<file path="src/rtl/stage_ex_muldiv_pkg.sv">
// Shared op codes, FSM states and iteration count for the EX-stage mul/div sequencer.
package stage_ex_muldiv_pkg;

  localparam int unsigned ITER = 32;

  typedef enum logic [1:0] {
    OP_MULT  = 2'b00,
    OP_MULTU = 2'b01,
    OP_DIV   = 2'b10,
    OP_DIVU  = 2'b11
  } op_e;

  typedef enum logic [1:0] {
    IDLE = 2'b00,
    CALC = 2'b01,
    FIX  = 2'b10,
    DONE = 2'b11
  } state_e;

endpackage

</file>
<file path="src/rtl/stage_ex_muldiv_step.sv">
// One mul/div iteration: shift-add (multiply) or compare-subtract-shift (restoring divide).
module stage_ex_muldiv_step
  import stage_ex_muldiv_pkg::*;
#(
  parameter int unsigned XLEN = 32
) (
  input  op_e               op_i,
  input  logic [2*XLEN-1:0] acc_i,
  input  logic [XLEN-1:0]   opnd_i,
  output logic [2*XLEN-1:0] acc_o
);

  logic [XLEN:0]   sum;
  logic [XLEN:0]   trial;
  logic [XLEN-1:0] diff;
  logic            ge;

  always_comb begin
    // Multiply: acc = {partial product, unconsumed multiplier}, shifted right each step.
    sum   = {1'b0, acc_i[2*XLEN-1:XLEN]} + (acc_i[0] ? {1'b0, opnd_i} : '0);
    // Divide: acc = {remainder, dividend/quotient}, shifted left each step.
    trial = {acc_i[2*XLEN-1:XLEN], acc_i[XLEN-1]};
    ge    = trial >= {1'b0, opnd_i};
    diff  = trial[XLEN-1:0] - opnd_i;
    if (op_i inside {OP_DIV, OP_DIVU}) begin
      acc_o = {(ge ? diff : trial[XLEN-1:0]), acc_i[XLEN-2:0], ge};
    end else begin
      acc_o = {sum, acc_i[XLEN-1:1]};
    end
  end

endmodule

</file>
<file path="src/rtl/stage_ex_muldiv_ctrl.sv">
// EX-stage multi-cycle MULT/MULTU/DIV/DIVU sequencer owning HI/LO.
// Define MULDIV_EARLY_EXIT_EN for data-dependent early termination.
module stage_ex_muldiv_ctrl
  import stage_ex_muldiv_pkg::*;
#(
  parameter int unsigned XLEN = 32,
  parameter int unsigned ITER = stage_ex_muldiv_pkg::ITER
) (
  input  logic            clk,
  input  logic            rst,
  input  logic            start_ex,
  input  logic [1:0]      op_ex,
  input  logic [XLEN-1:0] a_ex,
  input  logic [XLEN-1:0] b_ex,
  input  logic            flush_ex,
  input  logic            wr_hi,
  input  logic            wr_lo,
  input  logic [XLEN-1:0] wdata,
  output logic            stall_ex,
  output logic            done_ex,
  output logic [XLEN-1:0] hi,
  output logic [XLEN-1:0] lo
);

  localparam int unsigned CW = $clog2(ITER);

  state_e            state_q, state_d;
  op_e               op_q, op_d;
  logic [CW-1:0]     cnt_q, cnt_d;
  logic [2*XLEN-1:0] acc_q, acc_d, acc_step, prod;
  logic [XLEN-1:0]   opnd_q, opnd_d;
  logic [XLEN-1:0]   hi_q, hi_d, lo_q, lo_d;
  logic [XLEN-1:0]   a_abs, b_abs, quo, rem;
  logic              neg_quo_q, neg_quo_d, neg_rem_q, neg_rem_d;
  logic              done_q, done_d;
  logic              sgn_op;

  stage_ex_muldiv_step #(.XLEN(XLEN)) u_step (
    .op_i  (op_q),
    .acc_i (acc_q),
    .opnd_i(opnd_q),
    .acc_o (acc_step)
  );

  always_comb begin
    sgn_op = ~op_ex[0];
    a_abs  = (sgn_op && a_ex[XLEN-1]) ? -a_ex : a_ex;
    b_abs  = (sgn_op && b_ex[XLEN-1]) ? -b_ex : b_ex;
    prod   = neg_quo_q ? -acc_q : acc_q;
    quo    = neg_quo_q ? -acc_q[XLEN-1:0] : acc_q[XLEN-1:0];
    rem    = neg_rem_q ? -acc_q[2*XLEN-1:XLEN] : acc_q[2*XLEN-1:XLEN];

    state_d   = state_q;
    op_d      = op_q;
    cnt_d     = cnt_q;
    acc_d     = acc_q;
    opnd_d    = opnd_q;
    hi_d      = hi_q;
    lo_d      = lo_q;
    neg_quo_d = neg_quo_q;
    neg_rem_d = neg_rem_q;
    done_d    = 1'b0;

    case (state_q)
      IDLE: begin
        if (start_ex && !flush_ex) begin
          op_d      = op_e'(op_ex);
          cnt_d     = '0;
          neg_quo_d = sgn_op & (a_ex[XLEN-1] ^ b_ex[XLEN-1]);
          neg_rem_d = sgn_op & a_ex[XLEN-1];
          state_d   = CALC;
          if (op_ex[1]) begin
            opnd_d = b_abs;
            acc_d  = {{XLEN{1'b0}}, a_abs};
          end else begin
            opnd_d = a_abs;
            acc_d  = {{XLEN{1'b0}}, b_abs};
          end
`ifdef MULDIV_EARLY_EXIT_EN
          // A zero divisor yields quotient all-ones and remainder = dividend without iterating.
          if (op_ex[1] && b_ex == '0) begin
            acc_d   = {a_abs, {XLEN{1'b1}}};
            state_d = FIX;
          end
`endif
        end
      end
      CALC: begin
        if (flush_ex) begin
          state_d = IDLE;
        end else begin
          acc_d = acc_step;
          cnt_d = cnt_q + 1'b1;
          if (cnt_q == CW'(ITER - 1)) state_d = FIX;
`ifdef MULDIV_EARLY_EXIT_EN
          // Remaining multiplier bits all zero: the rest of the steps are pure right shifts.
          if ((op_q inside {OP_MULT, OP_MULTU}) &&
              ((acc_q[XLEN-1:0] & ({XLEN{1'b1}} >> cnt_q)) == '0)) begin
            acc_d   = acc_q >> (XLEN - cnt_q);
            state_d = FIX;
          end
`endif
        end
      end
      FIX: begin
        if (flush_ex) begin
          state_d = IDLE;
        end else begin
          state_d = DONE;
          done_d  = 1'b1;
          if (op_q inside {OP_MULT, OP_MULTU}) begin
            {hi_d, lo_d} = prod;
          end else begin
            hi_d = rem;
            lo_d = quo;
          end
        end
      end
      DONE:    state_d = IDLE;
      default: state_d = IDLE;
    endcase

    if (state_q == IDLE || state_q == DONE) begin
      if (wr_hi) hi_d = wdata;
      if (wr_lo) lo_d = wdata;
    end
  end

  always_ff @(posedge clk or posedge rst) begin
    if (rst) begin
      state_q   <= IDLE;
      op_q      <= OP_MULT;
      cnt_q     <= '0;
      acc_q     <= '0;
      opnd_q    <= '0;
      hi_q      <= '0;
      lo_q      <= '0;
      neg_quo_q <= 1'b0;
      neg_rem_q <= 1'b0;
      done_q    <= 1'b0;
    end else begin
      state_q   <= state_d;
      op_q      <= op_d;
      cnt_q     <= cnt_d;
      acc_q     <= acc_d;
      opnd_q    <= opnd_d;
      hi_q      <= hi_d;
      lo_q      <= lo_d;
      neg_quo_q <= neg_quo_d;
      neg_rem_q <= neg_rem_d;
      done_q    <= done_d;
    end
  end

  assign stall_ex = (state_q == IDLE && start_ex && !flush_ex) ||
                    state_q == CALC || state_q == FIX;
  assign done_ex  = done_q;
  assign hi       = hi_q;
  assign lo       = lo_q;

endmodule
</file>
<file path="config.mk">
export PLATFORM = sky130hd
export DESIGN_NAME = stage_ex_muldiv_ctrl
export DESIGN_NICKNAME = d
export VERILOG_FILES = /design/src/rtl/stage_ex_muldiv_pkg.sv /design/src/rtl/stage_ex_muldiv_step.sv /design/src/rtl/stage_ex_muldiv_ctrl.sv
export SDC_FILE = /design/constraint.sdc
export NUM_CORES = 1
export LEC_CHECK = 0
export ABC_AREA = 1
export ABC_CLOCK_PERIOD_IN_PS = 6260
export CAP_MARGIN = 20
export CORE_ASPECT_RATIO = 1.4
export CORE_MARGIN = 4
export CORE_UTILIZATION = 33
export DETAILED_ROUTE_END_ITERATION = 8
export PLACE_DENSITY = 0.55
export RECOVER_POWER = 100
export SYNTH_ARGS = -nofsm -noshare
export SYNTH_HDL_FRONTEND = slang
export SYNTH_SLANG_ARGS = --single-unit
</file>
<file path="constraint.sdc">
create_clock -name clk -period 6.26 [get_ports clk]
set_clock_uncertainty 0.1 [all_clocks]
set_input_delay 1.878 -clock clk [delete_from_list [all_inputs] [get_ports clk]]
set_output_delay 1.878 -clock clk [all_outputs]
set_load 0.03 [all_outputs]
</file>
* Yosys cells after proc, flatten, opt, wreduce, memory -nomap -nowiden
Index checks and enable logic that the tools add are counted.
** Storage, ports and cells
- Register bits :: 172
- Input port bits :: 104
- Output and inout port bits :: 66
- Logic and storage cells :: 83
** Operators by class
- $add $sub $neg :: 8
- $lt $le $gt $ge :: 1
- Equality and inequality tests :: 10
- Multiplexer cells :: 33
- Bitwise logic cells :: 4
- Reductions and logical operators :: 17
** Operator list (count)
- two-way mux 32 bit :: 18
- two-way mux 64 bit :: 4
- negator 32 bit :: 4
- one-hot mux 64 bit (2 select lines) :: 1
- negator 64 bit :: 1
- adder 32 x 33 -> 33 bit :: 1
- >= comparator 33 x 32 -> 1 bit :: 1
- subtractor 32 bit :: 1
- two-way mux 5 bit :: 2
- one-hot mux 5 bit (2 select lines) :: 1
- == test 2 bit, second input constant :: 4
- two-way mux 2 bit :: 4
- one-hot mux 2 bit (4 select lines) :: 1
- nonzero test 2 bit :: 3
- adder 5 x 1 -> 5 bit, second input constant :: 1
- == test 5 bit, second input constant :: 1
- logical AND 1 bit :: 5
- == test 2 x 1 -> 1 bit, second input constant :: 2
- logical NOT 2 bit :: 2
- != test 2 bit, second input constant :: 2
- AND reduction 2 bit :: 2
- logical OR 1 bit :: 3
- != test 3 bit, second input constant :: 1
- AND reduction 3 bit :: 1
- 5 further kinds :: 7

* Longest topological paths before layout
- Depth after elaboration :: 7
- Gate-level depth with buffers :: 21
- Mapped depth without buffers :: 20

* Hierarchy
Synthesis repeated with hierarchy kept, for this count alone.
** Unflattened totals
- Cell total of the unflattened synthesis :: 3139
- Area, all modules :: 18556.5 sq um
** By module, submodules not included
- stage_ex_muldiv_ctrl :: times used 1, cells an instance 1864, area an instance 12368.1 sq um, sequential area each 4304.1 sq um
- stage_ex_muldiv_step :: times used 1, cells an instance 1275, area an instance 6188.4 sq um, sequential area each 0.0 sq um

* Least setup slack after synthesis
Ideal clock, no wire load.
- Kind :: input to output
- Start point :: input flush_ex
- End point :: output stall_ex
- Data arrival time :: 2712 ps
- Required time :: 4282 ps
- Slack :: 1570 ps
- Cell stages on the path :: 4
- Path buffers :: 1
- Cell sequence :: inv_1 > nand3_1 > clkbuf_1 > nand3_1
** On the way
- Longest elaborated chain between the ends :: 4
** Ends and longest elaborated chain
- from (decl) :: line stage_ex_muldiv_ctrl.sv:15 : input logic flush_ex,
- logical NOT 1 bit :: line stage_ex_muldiv_ctrl.sv:155 : assign stall_ex = (state_q == IDLE && start_ex && !flush_ex) ||
- logical AND 1 bit :: line stage_ex_muldiv_ctrl.sv:155
- logical OR 1 bit :: line stage_ex_muldiv_ctrl.sv:155
- logical OR 1 bit :: line stage_ex_muldiv_ctrl.sv:156 : state_q == CALC || state_q == FIX;
- to (decl) :: line stage_ex_muldiv_ctrl.sv:19 : output logic stall_ex,
Every way passes these cells.

* Worst setup path after layout
- Start point :: input flush_ex
- End point :: register hi_q[31], in the netlist hi[31]
** On the way
- Longest elaborated chain between the ends :: 4
** Ends and longest elaborated chain
- two-way mux 32 bit * :: line stage_ex_muldiv_ctrl.sv:106 : if (flush_ex) begin
- two-way mux 32 bit * :: line stage_ex_muldiv_ctrl.sv:64 : case (state_q)
- two-way mux 32 bit :: line stage_ex_muldiv_ctrl.sv:124 : if (wr_hi) hi_d = wdata;
- two-way mux 32 bit * :: line stage_ex_muldiv_ctrl.sv:123 : if (state_q == IDLE || state_q == DONE) begin
- named net hi_d[31] :: line stage_ex_muldiv_ctrl.sv:32 : logic [XLEN-1:0] hi_q, hi_d, lo_q, lo_d;
- to (signal assigned) :: line stage_ex_muldiv_ctrl.sv:147 : hi_q <= hi_d;
- to (decl) :: line stage_ex_muldiv_ctrl.sv:32
The timed path passes the listed nets; every way through them passes the cells marked *.
A chain may end at the register's enable or synchronous reset.

==> results.cfg <==
[cells_and_area]
layout-drive-gt1-share_pct = 2.76
fin_cells = 4062
fin_util_pct = 38.6
nFillCells = 6248
area_growth_pct = 15.8
layout.nets = 3499

[floorplanning]
core_area_mm2 = 0.0554
row_count = 102
dieArea_mm2 = 0.0599
die_w_um = 208
die-height_um = 288
start_util_pct = 33.3
io_pins = 170

[logic_synthesis]
avgSynthCellArea_um2 = 5.73
synth_cells = 3220
synthesis.area_mm2 = 0.0185
yosys_register_bits = 171
yosysWarningCount = 0
synthesis.nets = 3399
synth_cell_types = 49
ys_seq_area_share_pct = 23.2

[setup_path]
crit_required_ns = 6.55
critPathMaxFanout = 55
worstSetupPathType = primary input to register
worst_setup_path_start_kind = primary input
worstPathCellList = dlygate4sd3_1, nor2_4, clkbuf_1, nand3_1, a21oi_1
end_kind = register
crit_arrival_ns = 5.96
cpMaxStageDelayCell = clkbuf_1
max_stage_delay_ns = 2.07

[placement]
place_ws_ns = 0.972
dp_hpwl_mm = 67.8
place_congestion = 0.993
dp.cells = 4029
portBuffers = 169

[route]
routed_wl_mm = 82.9
ant_nets = 0
drtIter0Drc = 1841
routedWlPerCell_um = 20.4
routed_via_density = 5.28
vias = 21400
first_pass_iters = 8
drc = 0

[run_status]
violations = max-capacitance violations, max-slew violations
status = finished with violations

[global_route]
antenna_found_initial = 1
grt_pass1_vias = 20700
overflow = 0
grt_max_degree = 106
grt_pass1_wl_mm = 124
grt_use_total_pct = 26.8

[timing]
setup_viol = 0
rsz0062_at_grt = false
tightest_slew_ns = 2.96
setup_tns_ns = 0
postLayoutSetupSlackWorst_ns = 0.586
maxSlewHeadroom_pct = -97.5
fmax_ghz = 0.176
min_period_over_period_pct = 90.6
hold_violations = 0
period_needed_ns = 5.67
final_max_slew_viol_count = 209

[clocking]
h-tree-depth = 4
clk_latency_ns = 0.47
path_clk_slew_ns = 0.08
hold_buffers = 0
root_buffer = clkbuf_16
post_cts_resized = 0
cts_tree = built
numCtsBuffers = 17
cts.sinks = 171
postCtsSetupBuffers = 0
clockBufferDepth = 2

[flow_run]
drv_cap = 3

[power_and_ir_drop]
total_power_w = 0.0120
leakage_nw = 10.4
ir_drop_mv = 0.260
p_per_area_mw_per_mm2 = 561

[hold_path]
hold_path.class = register to register
[flip-flops by register name (all words and copies together), names as in the netlist]
signal and count:
acc_q 64, hi 32, lo 32, opnd_q 32, cnt_q 5, state_q 2, done_ex 1, neg_quo_q 1
neg_rem_q 1, op_q 1
[cell usage in the layout, fill, tap and decap left out, types with 3 or more instances in the layout]
cell / instances
a21oi_1: 248
a22oi_1: 25
and2_1: 3
buf_4: 19
clkbuf_1: 7
clkbuf_16: 17
clkdlybuf4s50_1: 100
clkinv_1: 5
clkinv_8: 3
dfrtp_1: 169
dlygate4sd3_1: 69
ha_1: 73
inv_1: 413
inv_2: 4
inv_6: 6
inv_8: 3
nand2_1: 954
nand2_2: 8
nand3_1: 361
nand3b_1: 18
nand4_1: 43
nor2_1: 426
nor2_2: 7
nor3_1: 14
o211ai_1: 29
o21a_1: 4
o21ai_0: 172
o21ai_1: 4
o21bai_1: 8
o221ai_1: 4
o31ai_1: 4
or2_2: 5
xnor2_1: 24
xor2_1: 47
[per-layer routing]
metal	track usage, %	vias to the layer above	share of wire (%)
li1	-	10600	-
met3	2.47	204	4.7
met2	48.2	753	50
met4	15.3	0	6.8
met1	31.0	9893	38
met5	0	-	0
[worst max-delay path: cells and delay by family]
family / cells / cell delay (ns)
buf+inv: 2 / 2.68
simple gates: 2 / 0.97
compound gates: 1 / 0.33
[cells by family (layout without fill, tap and decap cells)]
family | count (synthesis) | count (layout) | share of synthesized area [%]
xor gates and xnor gates | 71 | 71 | 3.37
DFF | 171 | 171 | 23.2
other | 0 | 1 | 0
buffers and inverters | 539 | 652 | 11.3
adders and majority gates | 75 | 75 | 5.16
and+or+nand+nor | 1853 | 1853 | 41.9
AOI/OAI and AO/OA | 511 | 511 | 15.1
[report_power, final]
part	switching (W)	leakage [nW]	internal, W
clock	0.000561	0.301	0.000584
sequential	0.000713	2.03	0.00163
combinational	0.00583	8.05	0.00268
[metrics by stage]
stage	hold WS (ns)	instance area (um2)
3_3_place_gp	0.398	20800
3_5_place_dp	0.395	20800
2_1_floorplan	0.368	18500
4_1_cts	0.413	21400
6_report	0.413	21400
5_1_grt	0.449	21400
[final timing paths]
check,to,from,slack (ns),depth (start not counted)
max in group asynchronous,op_q[1],rst,1.13,3
setup / recovery,hi[31],flush_ex,0.59,5
hold reg to reg,cnt_q[1],cnt_q[1],0.41,2
hold / removal,cnt_q[1],cnt_q[1],0.41,2
setup reg to reg,hi[31],state_q[0],1.93,7
min in group asynchronous,done_ex,rst,1.51,2
[cells in the mapped netlist, drive strengths merged]
master	number	area share, %
a22o	1	0.047
xor2	47	2.2
a21o	1	0.041
o21ai	178	4.9
a221o	1	0.054
ha	73	4.9
nand2	964	20
o21bai	8	0.33
dfrtp	171	23
o221ai	4	0.19
o22ai	2	0.068
nor2	436	9.0
and2	3	0.10
and3	2	0.068
nand3b	18	0.73
a31oi	2	0.068
o21a	4	0.16
buf	34	1.0
nand3	362	9.8
nor3b	1	0.041
a21oi	250	6.9
xnor2	24	1.1
o211ai	29	1.2
fa	2	0.22
a21boi	2	0.081
inv	417	8.5
or2	6	0.20
clkbuf	82	1.7
a22oi	25	1.0
o31ai	4	0.16
nand4	43	1.5
nor4	2	0.068
nor3	16	0.49
clkinv	6	0.12
[final cells by class]
cell class                 count  area (um2)  share of cell area (%)
sequential                   171        4280                    20.0
timing repair buffer         197        1870                    8.75
clock inverter                14         170                   0.796
tap                          728         911                    4.26
multi-input combinational   2510       12100                    56.7
antenna                        1        2.50                  0.0117
inverter                     423        1590                    7.43
clock buffer                  18         439                    2.05
(Power assumes the default switching activity.)
